`src/rtl/seq_multiplier.sv`:
```
// seq_multiplier: shift-add multiplier, one partial product per clock; SEQ_MULTIPLIER_SIGNED_EN selects two's complement operands
module seq_multiplier #(
  parameter int SIZE = 4
) (
  input  logic              clk,
  input  logic              rst,
  input  logic              start,
  input  logic [SIZE-1:0]   a,
  input  logic [SIZE-1:0]   b,
  output logic              busy,
  output logic              done,
  output logic              over,
  output logic [2*SIZE-1:0] c
);
  localparam int W = 2 * SIZE;
  localparam int CW = $clog2(SIZE);
  typedef enum logic [1:0] {IDLE, CALC, DONE} state_t;
  state_t state;
  logic [W-1:0] a_reg, acc, sum, prod;
  logic [SIZE-1:0] b_reg, am, bm;
  logic [CW-1:0] cnt;
  logic neg, sn, ovf;
  // operand magnitudes at capture, running sum and final product with overflow
  always_comb begin
`ifdef SEQ_MULTIPLIER_SIGNED_EN
    am = a[SIZE-1] ? -a : a;
    bm = b[SIZE-1] ? -b : b;
    sn = a[SIZE-1] ^ b[SIZE-1];
`else
    am = a;
    bm = b;
    sn = 1'b0;
`endif
    sum = acc + (b_reg[0] ? a_reg : '0);
    prod = neg ? -sum : sum;
`ifdef SEQ_MULTIPLIER_SIGNED_EN
    ovf = ~(&prod[W-1:SIZE-1] | ~|prod[W-1:SIZE-1]);
`else
    ovf = |prod[W-1:SIZE];
`endif
  end
  // control FSM: capture in IDLE, SIZE shift-add steps in CALC, one-cycle result pulse in DONE
  always_ff @(posedge clk) begin
    if (rst) begin
      state <= IDLE;
      busy <= 1'b0;
      done <= 1'b0;
      over <= 1'b0;
      c <= '0;
      acc <= '0;
      cnt <= '0;
      a_reg <= '0;
      b_reg <= '0;
      neg <= 1'b0;
    end else begin
      case (state)
        IDLE: if (start) begin
          a_reg <= W'(am);
          b_reg <= bm;
          neg <= sn;
          acc <= '0;
          cnt <= '0;
          busy <= 1'b1;
          state <= CALC;
        end
        CALC: begin
          acc <= sum;
          a_reg <= a_reg << 1;
          b_reg <= b_reg >> 1;
          cnt <= cnt + 1'b1;
          if (cnt == CW'(SIZE - 1)) begin
            c <= prod;
            over <= ovf;
            done <= 1'b1;
            state <= DONE;
          end
        end
        DONE: begin
          done <= 1'b0;
          busy <= 1'b0;
          state <= IDLE;
        end
        default: state <= IDLE;
      endcase
    end
  end
endmodule

```
`config.mk`:
```
export PLATFORM = sky130hd
export DESIGN_NAME = seq_multiplier
export DESIGN_NICKNAME = d
export VERILOG_FILES = /design/src/rtl/seq_multiplier.sv
export SDC_FILE = /design/constraint.sdc
export NUM_CORES = 1
export LEC_CHECK = 0
export BUFFER_PORTS_ARGS = -buffer_cell sky130_fd_sc_hd__buf_4
export CORE_UTILIZATION = 40
export CTS_CLUSTER_DIAMETER = 40
export DETAILED_ROUTE_END_ITERATION = 7
export HOLD_SLACK_MARGIN = 0.05
export PLACE_DENSITY_LB_ADDON = 0.2
export RECOVER_POWER = 50
export SETUP_SLACK_MARGIN = 0.3
export SYNTH_ARGS = -nofsm -noshare
export SYNTH_HDL_FRONTEND = slang
export SYNTH_SLANG_ARGS = --single-unit
```
`constraint.sdc`:
```
create_clock -name clk -period 2.9 [get_ports clk]
set_input_delay 0.145 -clock clk [delete_from_list [all_inputs] [get_ports clk]]
set_output_delay 0.145 -clock clk [all_outputs]
set_load 0.05 [all_outputs]
```
==> flow_summary.ini, run 1 <==
[die]
die_w_um = 67.5
start_util = 0.423
fp.dieH_um = 67.5
io_pins = 22
die_area_sq_um = 4560
rows = 23
core_sq_um = 4060

[logic_synthesis]
synth_top_cell_by_area = dfxtp_1
syn_nets = 221
synth_xor_area_frac = 0.0357
syn_avg_cell_area_sq_um = 8.55
yosys.area_share.adder = 0.0699
synth-compound-area-share = 0.232
synthSimpleGateAreaFrac = 0.190
ys_seq_area_frac = 0.408
synth_top_area_frac = 0.408
synth-seq-cells = 35
netlist_instances = 201
ys_top_cells_by_area = dfxtp_1 (41%), nor2_1 (7.0%), a21oi_1 (5.8%), ha_1 (5.8%), a22oi_1 (4.8%)
synth.area.mux_share = 0.0233
ys_warn_count = 0
synthDistinctLibCells = 36
synthesis.area_sq_um = 1720
synth_top_family_by_area = compound AO/OA/AOI/OAI gates

[worst_hold_path]
hold_class = input port to register
hold_start = start

[placement]
globalplace.congestion = 0.793
io_buffers = 21
hpwl_um = 2490
dpl_worst_slack_ps = 502

[routing]
met1_length_um = 1870
wl_met3_um = 142
wire_per_inst_um = 13.2
vias = 1410
routed_wl_um = 3590
firstDrtPassIters = 4
top_layer = met4
vias_per_cell = 5.20
drc_errors = 0
wl_met2_um = 1500
antenna_left = 0
drtIter0Drc = 114

[grt]
gr-total-overflow = 0
grt_pass1_wl_um = 5780
grt_pass1_vias = 1155
grt_max_degree = 37
grtUsageTotal = 0.175
antenna_found_initial = 0

[finish]
nNetsFinal = 240
regArea_sq_um = 702
area_growth_pct = 13.4
antenna_cells = 0
drive_above_1_share = 0.109
multiInputGateArea_sq_um = 945
num-fill-cells = 430

[timing]
worstMarginPinSlew_ps = 624
rsz0062_at_grt = no
setup-tns-final_ps = 0
setup_violations = 0
layout_setup_ws_ps = 557
hold_viol = 0
slew_headroom = 0.586
slew_viol_final = 0
period_needed_ps = 2340
timing.final.crit_share = 0.808
maxClockFrequency_ghz = 0.427
skew_ps = 7.84

[critical_path]
worst-endpoint-required_ps = 3080
arrival_ps = 2520
crit_fanout = 9
timing.rr.start = b_reg[0]$_SDFFE_PP0P_
critPathCaptureType = register
startpoint = b_reg[0]$_SDFFE_PP0P_
startpoint_type = register
critPathKind = register to register

[power_and_ir_drop]
switching_share = 0.256
pwr-share-clk = 0.369
p_int_mw = 0.694
seq_power_share = 0.543
ir_worst_vdd_uv = 216
switching_power_mw = 0.239
leakagePower_nw = 0.784
power_density_nw_per_um2 = 479
comb_power_share = 0.088

[clock_tree]
post-cts-setup-buffers = 0
cts.sinks = 35
cts_root_buf = clkbuf_8
cts_tree = done
clk_pin_slew_ps = 70
clk_latency_ps = 290
cts-hold-fix-buffers = 0
cts-resized-gates = 0
h-tree-depth = 2
cts_buffer_depth = 2
numCtsBuffers = 5

[outcome]
status = completed

[flow_run]
max_cap_viol_count = 0
[Yosys cell counts]
cell / n
a22oi_1: 11
nor2_1: 32
xnor2_1: 4
or2_4: 1
a21o_1: 2
a211oi_2: 1
fa_1: 1
o21ai_1: 1
o21ai_0: 5
nand2_1: 17
a211oi_1: 7
nor2b_1: 6
o22ai_2: 1
a31oi_2: 1
and2b_2: 1
dfxtp_1: 35
ha_1: 8
clkbuf_1: 8
o21a_1: 2
xor2_1: 3
or2b_1: 1
mux2i_1: 4
o211ai_1: 2
or4b_1: 1
nand2b_1: 2
nor3b_1: 1
a21oi_1: 20
inv_1: 7
o311ai_2: 1
a2111oi_0: 1
or3_1: 1
and2_1: 7
buf_2: 3
o31ai_1: 1
o31a_1: 1
a221oi_1: 1
[placed cells by master, fill, tap and decap left out, drive strengths merged, types with 2 or more instances in the layout]
master	count
a211oi	8
a21o	2
a21oi	20
a22oi	11
and2	7
buf	11
clkbuf	18
dfxtp	35
ha	8
inv	7
mux2i	4
nand2	17
nand2b	2
nor2	32
nor2b	6
o211ai	2
o21a	2
o21ai	6
xnor2	4
xor2	3
[worst max-delay path: stages, from the launching register on]
cell	delay [ps]
dfxtp_2	380
and2_1	140
ha_1	190
inv_1	60
fa_1	400
nor2b_1	230
o22ai_2	120
xnor2_1	160
or3_1	310
o31a_1	230
[through the flow]
step	hold WS (ps)	std cells	utilization	power, mW	area (sq um)
finish	188	271	0.480	0.933	1950
global route	188	271	0.480	0.979	1950
CTS	175	271	0.491	0.944	1990
detailed placement	449	263	0.470	0.601	1910
global placement	443	263	0.470	0.601	1910
floorplan	385	201	-	0.573	1720
[final timing paths]
path | cells after the start | slack [ps] | to
worst max register to register | 9 | 560 | over$_SDFFE_PP0P_
worst min register to register | 2 | 450 | c[0]$_SDFFE_PP0P_
worst max-delay path | 9 | 560 | over$_SDFFE_PP0P_
worst min-delay path | 3 | 190 | state[0]$_SDFFE_PP0P_
[power by group through the flow]
stage	sequential, mW	combinational [mW]	clock [mW]
4_1_cts	0.506	0.0846	0.353
2_1_floorplan	0.518	0.0543	0
3_5_place_dp	0.518	0.0839	0
3_3_place_gp	0.517	0.0837	0
6_report	0.507	0.0825	0.344
5_1_grt	0.509	0.0918	0.378
[final cells by class]
cell class	count	share of cell area
clock inverter	2	0.00642
clock buffer	6	0.0373
timing repair buffer	23	0.0655
tap	50	0.0321
inverter	7	0.0135
sequential	35	0.360
multi-input combinational	148	0.485
[logic make-up after synthesis]
kind of cell	count (synthesis)
flops	35
buf+inv	18
compound gates	58
xor+xnor	7
fa+ha+maj	9
mux	4
simple gates	70
[layer usage]
layer,GRT usage,up-vias
met5,0,-
met4,0.0798,0
met3,0.0557,7
met2,0.241,23
met1,0.244,641
li1,-,739
Power figures use the tool's default switching activity.
==> inputs of run 2 (changes only) <==
- clock period: 2.9 -> 2.3 ns (I/O delays scaled with it)
==> flow_summary.ini, run 2 (synthesis gave the netlist of run 1 again) <==
[outcome]
status = completed

[power_and_ir_drop]
ir_worst_vdd_uv = 422
power_density_nw_per_um2 = 559
power_mw = 1.24
leakagePower_nw = 0.863

[die]
core_sq_um = 4060
rows = 23
start_util = 0.423
die_area_sq_um = 4560
die_w_um = 67.5
io_pins = 22
fp.dieH_um = 67.5

[critical_path]
crit_chain = and2_4 > ha_4 > inv_2 > fa_2 > nor2b_4 > o22ai_2 > xnor2_2 > or3_1 > o31a_1
crit_fanout = 4
arrival_ps = 2250
startpoint_type = register
worst-endpoint-required_ps = 2470
critical-path-top-delay-family = simple AND/OR/NAND/NOR gates
critPathCaptureType = register
crit_buf_inv = 1
critPathKind = register to register
cp_slowest_stage_delay_ps = 360
crit_path_top_delay_cell = dfxtp_4

[grt]
grtUsageTotal = 0.193
antenna_found_initial = 0
grt_max_degree = 37
grt_pass1_vias = 1361
grt_pass1_wl_um = 6510
gr-total-overflow = 0

[finish]
num-fill-cells = 394
drive_above_1_share = 0.234
layout_commonest_cell = dfxtp_1
mostFrequentLayoutCells = dfxtp_1 (33), nor2_1 (32), buf_4 (22)
multiInputGateArea_sq_um = 1110
area_growth_pct = 28.7
utilization = 0.545
antenna_cells = 0
regArea_sq_um = 706
nNetsFinal = 250
design_area_sq_um = 2210

[routing]
drtIter0Drc = 85
routed_wl_um = 4100
vias = 1500
antenna_left = 0
firstDrtPassIters = 4
wire_per_inst_um = 14.6
vias_per_cell = 5.34
drc_errors = 0

[clock_tree]
clk_latency_ps = 280
cts_root_buf = clkbuf_8
numCtsBuffers = 5
cts.sinks = 35
cts_buffer_depth = 2
h-tree-depth = 2
clk_pin_slew_ps = 70
cts_tree = done

[placement]
place_area_sq_um = 1930
io_buffers = 21
globalplace.congestion = 0.805
hpwl_um = 2590

[timing]
setup_violations = 0
rsz0062_at_grt = yes
setup-tns-final_ps = 0
slew_viol_final = 0
holdWs_ps = 175
skew_ps = 4.69
timing.final.crit_share = 0.907
hold_viol = 0
period_needed_ps = 2090
slew_headroom = 0.494
worstMarginPinSlew_ps = 758
maxClockFrequency_ghz = 0.479

[flow_run]
max_cap_viol_count = 0

[worst_hold_path]
hold_class = input port to register
## run 2: cell count changes in the layout (fill, tap and decap cells not counted), moves of 2 or more
cell      before  now
buf_4         11   22
clkbuf_8       5    7
ha_1           8    1
ha_4           0    7
inv_1          7    5
inv_2          0    2
xnor2_1        4    2
xnor2_2        0    2
## run 2: final timing paths
check | startpoint | to | slack, ps | cells after the start
worst min-delay path | start | state[0]$_SDFFE_PP0P_ | 170 | 3
worst max-delay path | b_reg[0]$_SDFFE_PP0P_ | over$_SDFFE_PP0P_ | 210 | 9
worst min register to register | c[2]$_SDFFE_PP0P_ | c[2]$_SDFFE_PP0P_ | 450 | 2
worst max register to register | b_reg[0]$_SDFFE_PP0P_ | over$_SDFFE_PP0P_ | 210 | 9
## run 2: what timing repair did
item / 4_1_cts / 5_1_grt
buffers inserted: 7 / 1
hold buffers: 0 / 0
pin swaps: 7 / 5
setup endpoints to repair: 2 / 8
gates resized for setup: 13 / 11
## run 2: worst min-delay path, delay by kind of cell
family,cells,cell delay (ps)
buffers and inverters,1,140
AO/OA/AOI/OAI,1,60
AND/OR/NAND/NOR,1,80
## run 2: per-stage QoR
stage / instances / setup slack [ps]
2_1_floorplan: 201 / 214
3_3_place_gp: 265 / 125
3_5_place_dp: 265 / 63.6
4_1_cts: 280 / 222
5_1_grt: 281 / 162
6_report: 281 / 213
## run 2: final cells by class
| type | instances | share of cell area |
|---|---|---|
| timing repair buffer | 33 | 0.0934 |
| sequential | 35 | 0.319 |
| inverter | 7 | 0.0119 |
| tap | 50 | 0.0283 |
| clock buffer | 8 | 0.0453 |
| multi-input combinational | 148 | 0.502 |
## run 2: metal layers
| metal | share of wire | vias to the layer above | GRT usage |
|---|---|---|---|
| li1 | - | 755 | - |
| met1 | 0.49 | 707 | 0.269 |
| met2 | 0.46 | 34 | 0.293 |
| met3 | 0.041 | 4 | 0.0456 |
| met4 | 0.0088 | 0 | 0.0532 |
| met5 | 0 | - | 0 |
## run 2: report_power, final
group | switching, mW | internal [mW] | leakage [nW]
Clock | 0.201 | 0.273 | 0.0515
Combinational | 0.0693 | 0.0528 | 0.526
Sequential | 0.0159 | 0.624 | 0.286
==> inputs of run 3 (changes only) <==
- CORE_MARGIN: unset -> 2
==> flow_summary.ini, run 3 (synthesis gave the netlist of run 1 again) <==
[die]
die_w_um = 69.5
fp.dieH_um = 69.5
io_pins = 22
rows = 23
core_sq_um = 4060
die_area_sq_um = 4840
start_util = 0.423

[critical_path]
worst-endpoint-required_ps = 2470
crit_fanout = 4
timing.rr.start = b_reg[0]$_SDFFE_PP0P_
arrival_ps = 2250
startpoint_type = register
critPathKind = register to register
reg2regPathDepth = 9
critPathCaptureType = register
startpoint = b_reg[0]$_SDFFE_PP0P_

[routing]
wire_per_inst_um = 14.1
routed_wl_um = 3980
antenna_left = 0
drc_errors = 0
vias = 1462
firstDrtPassIters = 4
drtIter0Drc = 103
vias_per_cell = 5.18

[grt]
antenna_found_initial = 0
gr-total-overflow = 0
grt_pass1_wl_um = 6680
grt_pass1_vias = 1433
grtUsageTotal = 0.171
grt_max_degree = 37

[finish]
instances_no_fill = 282
layout_commonest_cell = dfxtp_1
area_growth_pct = 28.0
antenna_cells = 0
mostFrequentLayoutCells = dfxtp_1 (33), nor2_1 (32), buf_4 (23)
num-fill-cells = 394
nNetsFinal = 251
drive_above_1_share = 0.241

[timing]
slew_viol_final = 0
setup-tns-final_ps = 0
maxClockFrequency_ghz = 0.482
period_needed_ps = 2070
holdWs_ps = 173
worstMarginPinSlew_ps = 806
slew_headroom = 0.461
timing.final.crit_share = 0.902
setup_violations = 0
skew_ps = 5.87
hold_viol = 0
rsz0062_at_grt = yes

[placement]
io_buffers = 21
dp.cells = 265
hpwl_um = 2670
globalplace.congestion = 0.822

[clock_tree]
h-tree-depth = 2
numCtsBuffers = 5
cts.sinks = 35
cts_buffer_depth = 2
cts_root_buf = clkbuf_8
clk_latency_ps = 280
cts-hold-fix-buffers = 0
cts_tree = done
clk_pin_slew_ps = 70

[outcome]
status = completed

[flow_run]
max_cap_viol_count = 0

[power_and_ir_drop]
leakagePower_nw = 0.860
power_mw = 1.24
ir_worst_vdd_uv = 370
power_density_nw_per_um2 = 562

[worst_hold_path]
hold_class = input port to register
hold_start = start
min_path_cells = 3
==> run 3: critical path, cell delays in order, from the launching register on <==
cell and delay, ps:
dfxtp_4 370, and2_4 150, ha_4 120, inv_1 50, fa_2 370, nor2b_4 140, o22ai_2 80, xnor2_2 140
or3_1 320, o31a_1 240
==> run 3: layout make-up <==
type                            instances  area, sq um  share of cell area
Timing Repair Buffer                   34          214              0.0973
Multi-Input combinational cell        148         1090               0.496
Inverter                                7         26.3              0.0120
Sequential cell                        35          706               0.321
Tap cell                               50         62.6              0.0285
Clock buffer                            8          100              0.0455
==> run 3: path summary, 6_finish.rpt <==
check | slack (ps) | to
hold / removal | 170 | state[0]$_SDFFE_PP0P_
setup / recovery | 230 | over$_SDFFE_PP0P_
hold reg to reg | 450 | c[3]$_SDFFE_PP0P_
setup reg to reg | 230 | over$_SDFFE_PP0P_
==> run 3: per-layer routing <==
layer | share of wire | vias to the layer above | GRT usage
met4 | 0.0095 | 0 | 0.0588
met2 | 0.46 | 21 | 0.272
met5 | 0 | - | 0
met1 | 0.51 | 675 | 0.226
met3 | 0.029 | 7 | 0.0407
li1 | - | 759 | -
==> run 3: repair_timing <==
item / in CTS / in global routing
buffers inserted: 6 / 3
setup endpoints to repair: 2 / 8
gates resized for setup: 10 / 12
pin swaps: 6 / 12
==> run 3: per-stage QoR <==
step | cell area (sq um) | setup WS [ps] | utilization
final | 2200 | 226 | 0.542
after global routing | 2200 | 119 | 0.542
after CTS | 2140 | 169 | 0.528
after detailed placement | 1930 | 54.7 | 0.476
after global placement | 1930 | 120 | 0.476
after floorplan | 1730 | 214 | -
==> run 3: where the power goes <==
part / internal (mW) / total (mW) / switching (mW)
Sequential: 0.624 / 0.640 / 0.0160
Clock: 0.273 / 0.478 / 0.205
Combinational: 0.0505 / 0.118 / 0.0676
Total: 0.947 / 1.24 / 0.288
